==> config.mk <==
export PLATFORM = sky130hd
export DESIGN_NAME = prog_load_imem
export DESIGN_NICKNAME = d
export VERILOG_FILES = /design/src/rtl/prog_load_imem.sv
export SDC_FILE = /design/constraint.sdc
export NUM_CORES = 2
export LEC_CHECK = 0
export CAP_MARGIN = 20
export CELL_PAD_IN_SITES_DETAIL_PLACEMENT = 0
export CELL_PAD_IN_SITES_GLOBAL_PLACEMENT = 1
export CORE_MARGIN = 3
export CORE_UTILIZATION = 51
export DETAILED_ROUTE_END_ITERATION = 8
export GPL_ROUTABILITY_DRIVEN = 0
export PLACE_DENSITY = 0.76
export SYNTH_ARGS = -nofsm -noshare
export SYNTH_HDL_FRONTEND = slang
export SYNTH_SLANG_ARGS = --single-unit
==> constraint.sdc <==
create_clock -name clk -period 9.12 [get_ports clk]
set_input_delay 1.368 -clock clk [delete_from_list [all_inputs] [get_ports clk]]
set_output_delay 1.368 -clock clk [all_outputs]
set_load 0.03 [all_outputs]
==> src/rtl/prog_load_imem.sv <==
// Run-time loadable instruction memory: registered fetch with stall hold,
// plus a byte-serial loader that assembles words MSB-first.
module prog_load_imem #(
  parameter int               ADDR_W       = 8,
  parameter int               INSN_W       = 16,
  parameter int               BYTE_W       = 8,
  parameter logic [INSN_W-1:0] NOP_WORD    = '0,
  parameter bit               CLEAR_ON_RST = 1'b1
) (
  input  logic              clk,
  input  logic              rst,
  input  logic              fetch_en,
  input  logic [ADDR_W-1:0] pc,
  input  logic              stall,
  output logic [INSN_W-1:0] instruction,
  output logic              insn_valid,
  input  logic              ld_start,
  input  logic [ADDR_W-1:0] ld_addr,
  input  logic              ld_valid,
  input  logic [BYTE_W-1:0] ld_byte,
  input  logic              ld_last,
  output logic              ld_ready,
  output logic              ld_busy,
  output logic              ld_done
);
  localparam int BYTES = INSN_W / BYTE_W;
  localparam int DEPTH = 1 << ADDR_W;
  localparam int CNT_W = $clog2(BYTES + 1);

  typedef enum logic {S_IDLE, S_LOAD} state_e;

  state_e              state_q, state_d;
  logic [ADDR_W-1:0]   wr_ptr_q, wr_ptr_d;
  logic [CNT_W-1:0]    byte_cnt_q, byte_cnt_d, cnt_inc;
  logic [INSN_W-1:0]   asm_q, asm_d, asm_shift, wr_data;
  logic [INSN_W-1:0]   instruction_q, instruction_d;
  logic                insn_valid_q, insn_valid_d;
  logic                ld_done_q, ld_done_d;
  logic [DEPTH-1:0]    valid_q, valid_d;
  logic [INSN_W-1:0]   mem_q [DEPTH];
  logic                acc, wr_en;
  logic [31:0]         pad_sh;

  // FSM state register
  always_ff @(posedge clk or posedge rst) begin
    if (rst) state_q <= S_IDLE;
    else     state_q <= state_d;
  end

  // FSM next state
  always_comb begin
    state_d = state_q;
    case (state_q)
      S_IDLE:  if (ld_start)       state_d = S_LOAD;
      S_LOAD:  if (acc && ld_last) state_d = S_IDLE;
      default:                     state_d = S_IDLE;
    endcase
  end

  // FSM outputs
  always_comb begin
    ld_ready = (state_q == S_LOAD);
    ld_busy  = (state_q == S_LOAD);
  end

  assign acc = ld_valid && ld_ready;

  // Loader datapath; a short final word is left-aligned so its tail reads as zero bytes
  always_comb begin
    wr_ptr_d   = wr_ptr_q;
    byte_cnt_d = byte_cnt_q;
    asm_d      = asm_q;
    wr_en      = 1'b0;
    ld_done_d  = 1'b0;
    cnt_inc    = byte_cnt_q + CNT_W'(1);
    asm_shift  = (asm_q << BYTE_W) | INSN_W'(ld_byte);
    pad_sh     = 32'((BYTES - int'(cnt_inc)) * BYTE_W);
    wr_data    = asm_shift << pad_sh;
    if (state_q == S_IDLE && ld_start) begin
      wr_ptr_d   = ld_addr;
      byte_cnt_d = '0;
      asm_d      = '0;
    end else if (acc) begin
      asm_d      = asm_shift;
      byte_cnt_d = cnt_inc;
      if (cnt_inc == CNT_W'(BYTES) || ld_last) begin
        wr_en      = 1'b1;
        wr_ptr_d   = wr_ptr_q + ADDR_W'(1);
        byte_cnt_d = '0;
        asm_d      = '0;
      end
      ld_done_d = ld_last;
    end
  end

  always_comb begin
    valid_d = valid_q;
    if (wr_en) valid_d[wr_ptr_q] = 1'b1;
  end

  // Fetch is refused while loading, so reads never see a same-cycle write
  always_comb begin
    instruction_d = instruction_q;
    insn_valid_d  = insn_valid_q;
    if (!stall) begin
      if (fetch_en && state_q == S_IDLE) begin
        instruction_d = valid_q[pc] ? mem_q[pc] : NOP_WORD;
        insn_valid_d  = 1'b1;
      end else begin
        insn_valid_d  = 1'b0;
      end
    end
  end

  always_ff @(posedge clk or posedge rst) begin
    if (rst) begin
      wr_ptr_q      <= '0;
      byte_cnt_q    <= '0;
      asm_q         <= '0;
      instruction_q <= NOP_WORD;
      insn_valid_q  <= 1'b0;
      ld_done_q     <= 1'b0;
    end else begin
      wr_ptr_q      <= wr_ptr_d;
      byte_cnt_q    <= byte_cnt_d;
      asm_q         <= asm_d;
      instruction_q <= instruction_d;
      insn_valid_q  <= insn_valid_d;
      ld_done_q     <= ld_done_d;
    end
  end

  generate
    if (CLEAR_ON_RST) begin : g_valid_rst
      always_ff @(posedge clk or posedge rst) begin
        if (rst) valid_q <= '0;
        else     valid_q <= valid_d;
      end
    end else begin : g_valid_keep
      always_ff @(posedge clk) valid_q <= valid_d;
    end
  endgenerate

  always_ff @(posedge clk) begin
    if (wr_en) mem_q[wr_ptr_q] <= wr_data;
  end

  assign instruction = instruction_q;
  assign insn_valid  = insn_valid_q;
  assign ld_done     = ld_done_q;
endmodule

==> flow_metrics.tcl <==
set metrics [dict create \
    ff2ff_setup_slack_ns 4.61 \
    cts_tree "yes" \
    cts_buffer_depth 4 \
    ys_seq_area_share_pct 77.1 \
    final_cell_mix "4096 x edfxtp_1, 875 x mux4_2, 443 x mux2i_1" \
    die_w_um 582 \
    cp.arrival_ns 6.22 \
    power_density_nw_per_um2 233 \
    skew_ns 0.0514 \
    grt_pass1_vias 87743 \
    grt_max_degree 198 \
    routed.top_layer "met5" \
    fin_nets 8562 \
    grt_pass1_wl_mm 688 \
    tightest_slew_ns 1.45 \
    syn_nets 8097 \
    row_count 210 \
    worst_setup_path_start_kind "input port" \
    cts_made_buffers 424 \
    finalMaxSlewViolations 0 \
    worstPathRequired_ns 10.02 \
    drv_cap 0 \
    core_area_um2 329000 \
    min-delay-start "valid_q[62]$_DFFE_PP0P_" \
    wl_met1_mm 179 \
    synthAdderAreaFrac_pct 0.0444 \
    crit_buf_inv 3 \
    syn-instance-count 8060 \
    yosysWarnings 0 \
    synth-simple-area-share_pct 2.64 \
    critPathCaptureType "flip-flop" \
    synthDistinctLibCells 67 \
    total_power_mw 44.7 \
    startpoint "pc[0]" \
    antenna_found_initial 27 \
    post_drt_wl_per_cell_um 37.0 \
    leakagePower_nw 64.0 \
    synth.mux.area_fraction_pct 14.8 \
    r2r-end "mem_q[252][10]$_DFFE_PP_" \
    drt_iter0_drc 13050 \
    final_common_cell "edfxtp_1" \
    synth_compound_area_share_pct 3.84 \
    synth_top_family_by_area "multiplexers" \
    clock_sinks 4389 \
    endpoint "instruction[7]$_DFFE_PP0P_" \
    finalSetupTns_ns 0 \
    vias 88656 \
    r2r_cells 7 \
    worstSetupPathType "in -> reg" \
    timing.fmax_ghz 0.188 \
    hpwlAfterDp_mm 288 \
    synth_flop_cell "edfxtp_1" \
    start_util_pct 51.5 \
    worstPathMaxFanout 93 \
    timing.rr.start "byte_cnt_q[0]$_DFFE_PP0P_" \
    fin_crit_ns 5.32 \
    cts_setup_buffers 0 \
    ios 51 \
    relSlewSlack_pct 3.08 \
    path_clk_slew_ns 0.07 \
    die-area_um2 339000 \
    rsz0062_at_grt "false" \
    max_stage_delay_ns 0.86 \
    die_h_um 582 \
    dr_wl_met2_mm 226 \
    post_cts_resized 0 \
    synth_edf_count 4096 \
    path_depth 10 \
    hold_buffers 0 \
    wl_met3_mm 57.7 \
    status "finished, final reports clean" \
    setup_viol 0 \
    io_buffers 50 \
    hold_viol 0 \
    drive_gt1_share_pct 27.6 \
    ys_ff_latch 4389 \
    cp_common_cell "nor3_1" \
    ir_worst_vdd_mv 0.173 \
    viasPerCell 6.69 \
    drt_first_pass_iters 6 \
    route.detailed.drc 0 \
    grt_use_total_pct 28.8 \
    area_delta_synth_final_pct 13.2 \
    cp_slowest_cell "o31ai_1" \
    syn_avg_cell_area_um2 21.0 \
    min_period_over_period_pct 58.3 \
    wirelength_mm 490 \
    hold_path.class "reg -> reg" \
    async_flop_share_pct 6.68 \
    grt_overflow 0 \
    synth_xor_xnor_area_share_pct 0.0104 \
    drtAntennaViolNets 0 \
    cp_top_family "compound AO/OA/AOI/OAI gates" \
    worstPathCellList "buf_16, buf_12, buf_4, nand2b_1, o22ai_1, nor3_1, o31ai_1, nor3_1, o32ai_1, a22o_1" \
    clock_latency_ns 0.97 \
    syn_area_um2 169000 \
    htree_levels 5 \
    cts.root.buffer_cell "clkbuf_16" \
]
## kinds of logic (layout without fill, tap and decap cells)
logic type | after synthesis | count (layout)
xor gates and xnor gates | 2 | 2
AOI/OAI and AO/OA | 896 | 896
and+or+nand+nor | 893 | 893
other | 0 | 8
buffers and inverters | 490 | 1331
DFF | 4389 | 4389
muxes | 1384 | 1384
adders and majority gates | 6 | 6
## power by group
group          internal [mW]  switching (mW)
Combinational           1.02            2.59
Sequential              23.1           0.226
Clock                   10.1            7.65
## metal layers
layer / global-route usage, % / up-vias
li1: - / 34576
met1: 39.6 / 47062
met2: 43.8 / 5897
met3: 6.97 / 1109
met4: 13.8 / 12
met5: 0 / -
## per-stage QoR
step,cells,util [%],worst slack [ns],hold WS (ns),cell area (um^2)
floorplan,8060,-,0.376,0.430,169000
global placement,12397,53.7,2.71,0.442,177000
detailed placement,12429,53.9,3.01,0.445,177000
CTS,13231,58.2,4.01,0.460,191000
global route,13248,58.2,3.76,0.470,191000
finish,13255,58.2,3.80,0.460,191000
## how the worst min path moves through the flow
stage	slack [ns]	depth (start not counted)	end
after floorplan	0.43	1	valid_q[13]$_DFFE_PP0P_
after global placement	0.44	1	valid_q[53]$_DFFE_PP0P_
after detailed placement	0.44	1	valid_q[14]$_DFFE_PP0P_
after CTS	0.46	1	valid_q[14]$_DFFE_PP0P_
after global routing	0.47	1	valid_q[76]$_DFFE_PP0P_
final	0.46	1	valid_q[62]$_DFFE_PP0P_
## synthesized netlist by cell type (44+ instances only)
| master | instances | area share, % |
|---|---|---|
| a22oi_1 | 279 | 1.2 |
| nor2_1 | 315 | 0.70 |
| dfrtp_1 | 293 | 4.3 |
| nand2_1 | 81 | 0.18 |
| edfxtp_1 | 4096 | 73 |
| a221oi_1 | 45 | 0.23 |
| a21oi_1 | 122 | 0.36 |
| clkbuf_1 | 220 | 0.49 |
| buf_2 | 127 | 0.38 |
| mux4_2 | 875 | 12 |
| nand3_1 | 75 | 0.22 |
| buf_6 | 44 | 0.29 |
| buf_4 | 67 | 0.30 |
| mux2i_1 | 443 | 2.6 |
| mux2_2 | 52 | 0.35 |
| o22ai_1 | 115 | 0.43 |
| or2_2 | 261 | 0.97 |
| a22o_1 | 67 | 0.35 |
| o221ai_1 | 59 | 0.31 |
## sequential cells by signal (all words and copies together) (netlist names)
signal	flops
mem_q	4096
asm_q	8
byte_cnt_q	2
valid_q	256
instruction	16
ld_done	1
insn_valid	1
ld_busy	1
wr_ptr_q	8
## area by class of cell
cell class	instances	area, um^2
Antenna cell	8	20.0
Clock buffer	531	11300
Clock inverter	271	2880
Fill cell	23142	137000
Inverter	11	51.3
Multi-Input combinational cell	3181	36700
Sequential cell	4389	130000
Tap cell	4346	5440
Timing Repair Buffer	518	4710
## worst register-to-register path, cell delays in order (launching register included)
cell,delay [ns]
dfrtp_1,0.41
inv_1,0.08
ha_1,0.33
nor2_1,0.82
a22oi_1,0.25
nor2_4,0.78
buf_4,0.54
buf_4,0.81
(Power assumes the default switching activity.)
